File: config.mk
export PLATFORM = sky130hd
export DESIGN_NAME = data_memory_sync_flat
export DESIGN_NICKNAME = d
export VERILOG_FILES = /design/src/rtl/data_memory_sync_if.sv /design/src/rtl/data_memory_sync.sv /design/src/flat_wrapper.sv
export SDC_FILE = /design/constraint.sdc
export NUM_CORES = 2
export LEC_CHECK = 0
export BUFFER_PORTS_ARGS = -buffer_cell sky130_fd_sc_hd__buf_2
export CAP_MARGIN = 20
export CORE_MARGIN = 4
export CORE_UTILIZATION = 35
export CTS_BUF_LIST = sky130_fd_sc_hd__clkbuf_4 sky130_fd_sc_hd__clkbuf_8 sky130_fd_sc_hd__clkbuf_16
export DETAILED_ROUTE_END_ITERATION = 16
export HOLD_SLACK_MARGIN = 0.02
export PLACE_DENSITY = 0.49
export SLEW_MARGIN = 10
export SYNTH_ARGS = -nofsm -noshare
export SYNTH_HDL_FRONTEND = slang
export SYNTH_SLANG_ARGS = --single-unit
File: constraint.sdc
create_clock -name clock -period 2.6 [get_ports clock]
set_clock_uncertainty 0.05 [all_clocks]
set_input_delay 0.26 -clock clock [delete_from_list [all_inputs] [get_ports clock]]
set_output_delay 0.26 -clock clock [all_outputs]
set_load 0.05 [all_outputs]
File: src/rtl/data_memory_sync_if.sv
// ---------------------------------------------------------------------------
// data_memory_sync_if
// Request/response bundle between the MEM stage and the data RAM.
//
// Parameters:
//   DATA_W  word width in bits (multiple of 8)
//   ADDR_W  byte-address width
//
// Signals:
//   ren, raddr                  read request and byte address (master -> slave)
//   wen, waddr, wstrb, wdata    write request, byte address, byte enables, data
//   rdata, rvalid               registered read data and its qualifier (slave -> master)
//   busy                        memory is running its clear sequence
//   err                         one-cycle fault pulse for an illegal access
//
// Modports:
//   master  the pipeline side that issues requests
//   slave   the memory side that answers them
// ---------------------------------------------------------------------------
interface data_memory_sync_if #(
   parameter int DATA_W = 32,
   parameter int ADDR_W = 32
);
   localparam int BYTES = DATA_W / 8;

   logic              ren;
   logic [ADDR_W-1:0] raddr;
   logic              wen;
   logic [ADDR_W-1:0] waddr;
   logic [BYTES-1:0]  wstrb;
   logic [DATA_W-1:0] wdata;
   logic [DATA_W-1:0] rdata;
   logic              rvalid;
   logic              busy;
   logic              err;

   modport master (
      output ren, raddr, wen, waddr, wstrb, wdata,
      input  rdata, rvalid, busy, err
   );

   modport slave (
      input  ren, raddr, wen, waddr, wstrb, wdata,
      output rdata, rvalid, busy, err
   );
endinterface

File: src/rtl/data_memory_sync.sv
// ---------------------------------------------------------------------------
// data_memory_sync
// Byte-addressed data RAM for the MEM stage with per-byte write strobes,
// registered reads (1-cycle latency, qualified by rvalid) and a hardware
// clear sequence that zeroes one word per cycle after reset.
//
// Parameters:
//   DEPTH   number of words (>= 2)
//   DATA_W  word width in bits (multiple of 8)
//   ADDR_W  byte-address width
//
// Ports:
//   clock   rising-edge clock
//   reset   synchronous, active-high; restarts the clear sequence
//   bus     data_memory_sync_if.slave: ren/raddr, wen/waddr/wstrb/wdata in,
//           rdata/rvalid/busy/err out
//
// Optional feature:
//   DMEM_BYPASS_EN  when defined, a same-cycle legal read and write to the
//                   same word returns the merged (post-write) value.
//                   When undefined the RAM is read-first.
// ---------------------------------------------------------------------------
module data_memory_sync #(
   parameter int DEPTH  = 64,
   parameter int DATA_W = 32,
   parameter int ADDR_W = 32
) (
   input  logic              clock,
   input  logic              reset,
   data_memory_sync_if.slave bus
);
   localparam int BYTES = DATA_W / 8;
   localparam int OFS   = (BYTES > 1) ? $clog2(BYTES) : 0;
   localparam int IDX_W = $clog2(DEPTH);

   typedef enum logic {CLEAR, READY} state_t;

   state_t            state;
   logic [IDX_W-1:0]  ptr;
   logic [DATA_W-1:0] mem [DEPTH];

   logic [DATA_W-1:0] rdata_q;
   logic              rvalid_q;
   logic              busy_q;
   logic              err_q;

   // An address is illegal if it is not word aligned or if the full word
   // number (all upper bits included) is past the end of the array.
   function automatic logic illegal(input logic [ADDR_W-1:0] addr);
      logic [ADDR_W-1:0] ofs_mask;
      ofs_mask = ADDR_W'((1 << OFS) - 1);
      return ((addr & ofs_mask) != '0) || ((addr >> OFS) >= ADDR_W'(DEPTH));
   endfunction

   function automatic logic [IDX_W-1:0] word_index(input logic [ADDR_W-1:0] addr);
      return IDX_W'(addr >> OFS);
   endfunction

   logic [IDX_W-1:0] ridx;
   logic [IDX_W-1:0] widx;
   logic             rd_ill;
   logic             wr_ill;
   logic             wr_ok;

   assign ridx   = word_index(bus.raddr);
   assign widx   = word_index(bus.waddr);
   assign rd_ill = illegal(bus.raddr);
   assign wr_ill = illegal(bus.waddr);
   assign wr_ok  = (state == READY) && !reset && bus.wen && !wr_ill;

   // Single write port shared by the clear sequence and user writes.
   // Clear wins, although the FSM never accepts user writes while clearing.
   // Nothing is written on an edge where reset is high.
   logic              port_en;
   logic [IDX_W-1:0]  port_idx;
   logic [BYTES-1:0]  port_be;
   logic [DATA_W-1:0] port_data;

   always_comb begin
      port_en   = 1'b0;
      port_idx  = widx;
      port_be   = bus.wstrb;
      port_data = bus.wdata;
      if (state == CLEAR) begin
         port_en   = !reset;
         port_idx  = ptr;
         port_be   = '1;
         port_data = '0;
      end else if (wr_ok) begin
         port_en = 1'b1;
      end
   end

   // Byte-granular storage update.
   always_ff @(posedge clock) begin
      if (port_en) begin
         for (int k = 0; k < BYTES; k++) begin
            if (port_be[k]) begin
               mem[port_idx][8*k +: 8] <= port_data[8*k +: 8];
            end
         end
      end
   end

   // Value captured into rdata on an accepted read. Default is read-first
   // (old contents); with forwarding enabled a same-word write is merged in.
   // Illegal reads always return zero.
   logic [DATA_W-1:0] rd_next;

   always_comb begin
      rd_next = mem[ridx];
`ifdef DMEM_BYPASS_EN
      if (wr_ok && (widx == ridx)) begin
         for (int k = 0; k < BYTES; k++) begin
            if (bus.wstrb[k]) begin
               rd_next[8*k +: 8] = bus.wdata[8*k +: 8];
            end
         end
      end
`endif
      if (rd_ill) begin
         rd_next = '0;
      end
   end

   // Control FSM: CLEAR walks ptr over every word, READY serves requests.
   // rvalid and err are single-cycle pulses; rdata holds between reads.
   always_ff @(posedge clock) begin
      if (reset) begin
         state    <= CLEAR;
         ptr      <= '0;
         busy_q   <= 1'b1;
         rdata_q  <= '0;
         rvalid_q <= 1'b0;
         err_q    <= 1'b0;
      end else begin
         rvalid_q <= 1'b0;
         err_q    <= 1'b0;
         case (state)
            CLEAR: begin
               if (ptr == IDX_W'(DEPTH - 1)) begin
                  state  <= READY;
                  ptr    <= '0;
                  busy_q <= 1'b0;
               end else begin
                  ptr <= ptr + IDX_W'(1);
               end
            end
            READY: begin
               if (bus.ren) begin
                  rvalid_q <= 1'b1;
                  rdata_q  <= rd_next;
               end
               err_q <= (bus.ren && rd_ill) || (bus.wen && wr_ill);
            end
            default: begin
               state  <= CLEAR;
               ptr    <= '0;
               busy_q <= 1'b1;
            end
         endcase
      end
   end

   assign bus.rdata  = rdata_q;
   assign bus.rvalid = rvalid_q;
   assign bus.busy   = busy_q;
   assign bus.err    = err_q;
endmodule

File: src/flat_wrapper.sv
// flat-port wrapper written by rule: the top's interface ports become plain ports
module data_memory_sync_flat 
#(
   parameter int DEPTH  = 64,
   parameter int DATA_W = 32,
   parameter int ADDR_W = 32
)
  (clock, reset, bus_ren, bus_raddr, bus_wen, bus_waddr, bus_wstrb, bus_wdata, bus_rdata, bus_rvalid, bus_busy, bus_err);
  data_memory_sync_if #(.DATA_W(DATA_W), .ADDR_W(ADDR_W)) bus_i ();
  input  logic clock;
  input  logic reset;
  input wire logic [$bits(bus_i.ren)-1:0] bus_ren;
  input wire logic [$bits(bus_i.raddr)-1:0] bus_raddr;
  input wire logic [$bits(bus_i.wen)-1:0] bus_wen;
  input wire logic [$bits(bus_i.waddr)-1:0] bus_waddr;
  input wire logic [$bits(bus_i.wstrb)-1:0] bus_wstrb;
  input wire logic [$bits(bus_i.wdata)-1:0] bus_wdata;
  output wire logic [$bits(bus_i.rdata)-1:0] bus_rdata;
  output wire logic [$bits(bus_i.rvalid)-1:0] bus_rvalid;
  output wire logic [$bits(bus_i.busy)-1:0] bus_busy;
  output wire logic [$bits(bus_i.err)-1:0] bus_err;
  assign bus_i.ren = bus_ren;
  assign bus_i.raddr = bus_raddr;
  assign bus_i.wen = bus_wen;
  assign bus_i.waddr = bus_waddr;
  assign bus_i.wstrb = bus_wstrb;
  assign bus_i.wdata = bus_wdata;
  assign bus_rdata = bus_i.rdata;
  assign bus_rvalid = bus_i.rvalid;
  assign bus_busy = bus_i.busy;
  assign bus_err = bus_i.err;
  data_memory_sync #(.DEPTH(DEPTH), .DATA_W(DATA_W), .ADDR_W(ADDR_W)) u_core (.clock(clock), .reset(reset), .bus(bus_i));
endmodule
==> flow_summary.json <==
{
  "synthToLayoutAreaGrowth_pct": 21.62,
  "drive_above_1_share": 0.3471,
  "ff2ff_path_depth": 8,
  "cp-start-kind": "flop",
  "clockBufferDepth": 3,
  "power_density_nw_per_um2": 713.9,
  "critPathMaxFanout": 8,
  "syn_avg_cell_area_um2": 20.22,
  "cts-root-buf": "clkbuf_16",
  "worst_ep_required_time_ns": 3.10,
  "outcome": "completed",
  "postCtsSetupBuffers": 0,
  "cts.sinks": 2090,
  "tightest_slew_ns": 0.9016,
  "ant_nets": 0,
  "ys_seq_area_frac": 0.7631,
  "synth_cell_type_count": 54,
  "maxCapViolations": 0,
  "rsz0062_at_grt": "yes",
  "dieArea_um2": 241200,
  "final_cell_mix": "edfxtp_1, buf_4, mux4_2",
  "final_common_cell": "edfxtp_1",
  "path_class": "flop to flop",
  "finalSetupViolations": 0,
  "port_buffers": 138,
  "crit_chain": "buf_4, mux2_2, buf_4, nor2_1, buf_4, nand2_1, nor2_1, buf_4",
  "path_clk_slew_ns": 0.06,
  "synth_fa_ha_area_frac": 0.0001532,
  "synth_top_family_by_area": "multiplexers",
  "slowest_delay_ns": 0.41,
  "end_kind": "flop",
  "h-tree-depth": 4,
  "insertion_delay_ns": 0.85,
  "hold_viol_final": 0,
  "min_period_ns": 2.597,
  "vias": 43764,
  "multi_input_area_um2": 18350,
  "slew_viol_final": 0,
  "first_global_vias": 44160,
  "max_slew_margin": 0.3926,
  "yosys_warnings": 0,
  "dp_slack_ns": -0.9247,
  "io_pins": 139,
  "dr.pass1.iters": 5,
  "ys_async_sr_fraction": 0,
  "tns_ns": 0,
  "hpwl_um": 177000,
  "period_share": 0.9990,
  "vdd_drop_max_v": 0.0007652,
  "whs_ns": 0.06366,
  "synth_flop_cell": "edfxtp_1",
  "cpMaxStageDelayCell": "mux2_2",
  "wirelength_um": 257000,
  "p_leak_nw": 34.92,
  "wire_per_inst_um": 31.81,
  "regArea_um2": 62340,
  "synthSimpleGateAreaFrac": 0.03814,
  "route.detailed.drc": 0,
  "vias_per_cell": 5.417,
  "synth_cells": 4041,
  "ys_ff_latch": 2090,
  "drt-initial-drc-count": 4958,
  "cp.arrival_ns": 3.09,
  "tritoncts": "yes",
  "nNetsFinal": 4948,
  "synth_area_um2": 81690,
  "fmax_mhz": 385.0,
  "path_common_cell": "buf_4",
  "syn-num-nets": 4146,
  "synth_edf_count": 2048,
  "rows": 177,
  "die_h_um": 491.1,
  "cts_buffers": 216,
  "antenna_found_initial": 13,
  "n_fill_cell": 20281,
  "grt_max_degree": 65,
  "min_path_type": "input port to flop",
  "grt-ovfl-total": 0,
  "core_area_um2": 232300,
  "grt_pass1_wl_um": 358400,
  "synth-compound-area-share": 0.02712,
  "place_congestion": 0.8918,
  "synth.area.mux_share": 0.1548,
  "worst_slack_ns": 0.002647,
  "fp.dieW_um": 491.1,
  "min_path_cells": 3,
  "synth_xor_area_frac": 0.0002144,
  "grt_use_total": 0.2112,
  "start_util": 0.3517
}
==> state kept, by name, summed over array words and instances (netlist names) <==
signal,cells
u_core.bus.rdata,32
u_core.ptr,6
u_core.bus.busy,1
u_core.state,1
u_core.bus.rvalid,1
u_core.mem,2048
u_core.bus.err,1
==> metrics by stage <==
stage / utilization / power, mW / area (um2) / instances
2_1_floorplan: - / 39.07 / 81730 / 4041
3_3_place_gp: 0.3947 / 40.65 / 91710 / 7645
3_5_place_dp: 0.3947 / 40.65 / 91710 / 7645
4_1_cts: 0.4267 / 71.57 / 99140 / 8071
5_1_grt: 0.4276 / 73.24 / 99340 / 8073
6_report: 0.4277 / 70.93 / 99360 / 8079
==> cell families (layout without fill, tap and decap cells) <==
group                    after synthesis  count (layout)
XOR/XNOR                               2               2
AND/OR/NAND/NOR                      752             752
AO/OA/AOI/OAI                        256             256
other                                  0               8
multiplexers                         687             687
buffers and inverters                253            1240
adder cells (fa/ha/maj)                1               1
flip-flops                          2090            2090
==> report_power, final <==
group | switching (mW) | internal [mW] | leakage, nW
clock network | 12.9 | 18.1 | 3.53
registers | 0.0236 | 36.5 | 20.6
logic | 1.93 | 1.48 | 10.8
total | 14.9 | 56.1 | 34.9
==> critical path, delay by kind of cell, from the launching register on <==
kind | cells | cell delay [ns]
flops | 1 | 0.40
mux | 1 | 0.41
simple gates | 3 | 0.66
buf+inv | 4 | 0.76
==> per-layer routing <==
metal	share of wire	wire, um	vias to the layer above	global-route usage
met5	0.00011	27	-	0
met4	0.030	7753	4	0.06312
met3	0.069	17620	315	0.03699
met2	0.47	120900	1707	0.3337
met1	0.43	110700	23460	0.3002
li1	-	-	18278	-
==> timing repair <==
item	in CTS	in global routing
hold buffers	23	0
resized for setup	30	64
gates cloned	0	0
endpoints found under the hold margin	208	0
setup endpoints to repair	244	945
pin swaps	0	0
==> synthesized netlist by cell type (3+ instances only) <==
cell	count	area share
o2111ai_1	7	0.00075
o21bai_1	9	0.00083
edfxtp_1	2048	0.75
nand2_1	252	0.012
nand4_1	4	0.00031
and2_1	35	0.0027
o211ai_1	11	0.0010
buf_6	17	0.0023
or2_2	3	0.00023
inv_1	10	0.00046
mux2i_1	225	0.028
dfxtp_1	42	0.010
a311o_1	7	0.00086
a311oi_1	6	0.00064
a221oi_1	49	0.0053
a21oi_1	5	0.00031
o41ai_1	5	0.00054
a32oi_1	15	0.0016
buf_1	12	0.00055
nor3_1	33	0.0020
clkbuf_1	84	0.0039
a31oi_1	5	0.00038
a32o_1	57	0.0070
nand2b_1	8	0.00061
mux4_2	461	0.13
nand3_1	40	0.0025
a221o_1	30	0.0037
o31ai_1	7	0.00064
nor2b_1	6	0.00046
buf_4	44	0.0040
buf_2	84	0.0051
o21ai_0	18	0.0011
nor4_1	14	0.0011
nor2_1	349	0.016
o31a_1	14	0.0015
==> final cells by class <==
type | count | area share
antenna | 8 | 0.0002015
clock buffer | 269 | 0.05911
clock inverter | 134 | 0.01254
inverter | 12 | 0.0005163
multi-input combinational | 1698 | 0.1847
sequential | 2090 | 0.6275
tap | 3043 | 0.03832
timing repair buffer | 825 | 0.07717
==> path summary, 6_finish.rpt <==
check | startpoint | to | slack, ns
setup / recovery | u_core.state | u_core.mem[45][19] | 0.003
hold / removal | bus_wdata[20] | u_core.mem[54][20] | 0.06
setup reg to reg | u_core.state | u_core.mem[45][19] | 0.003
hold reg to reg | u_core.bus.busy | u_core.bus.busy | 0.40
Note: power is estimated with default switching activity, not from simulation.
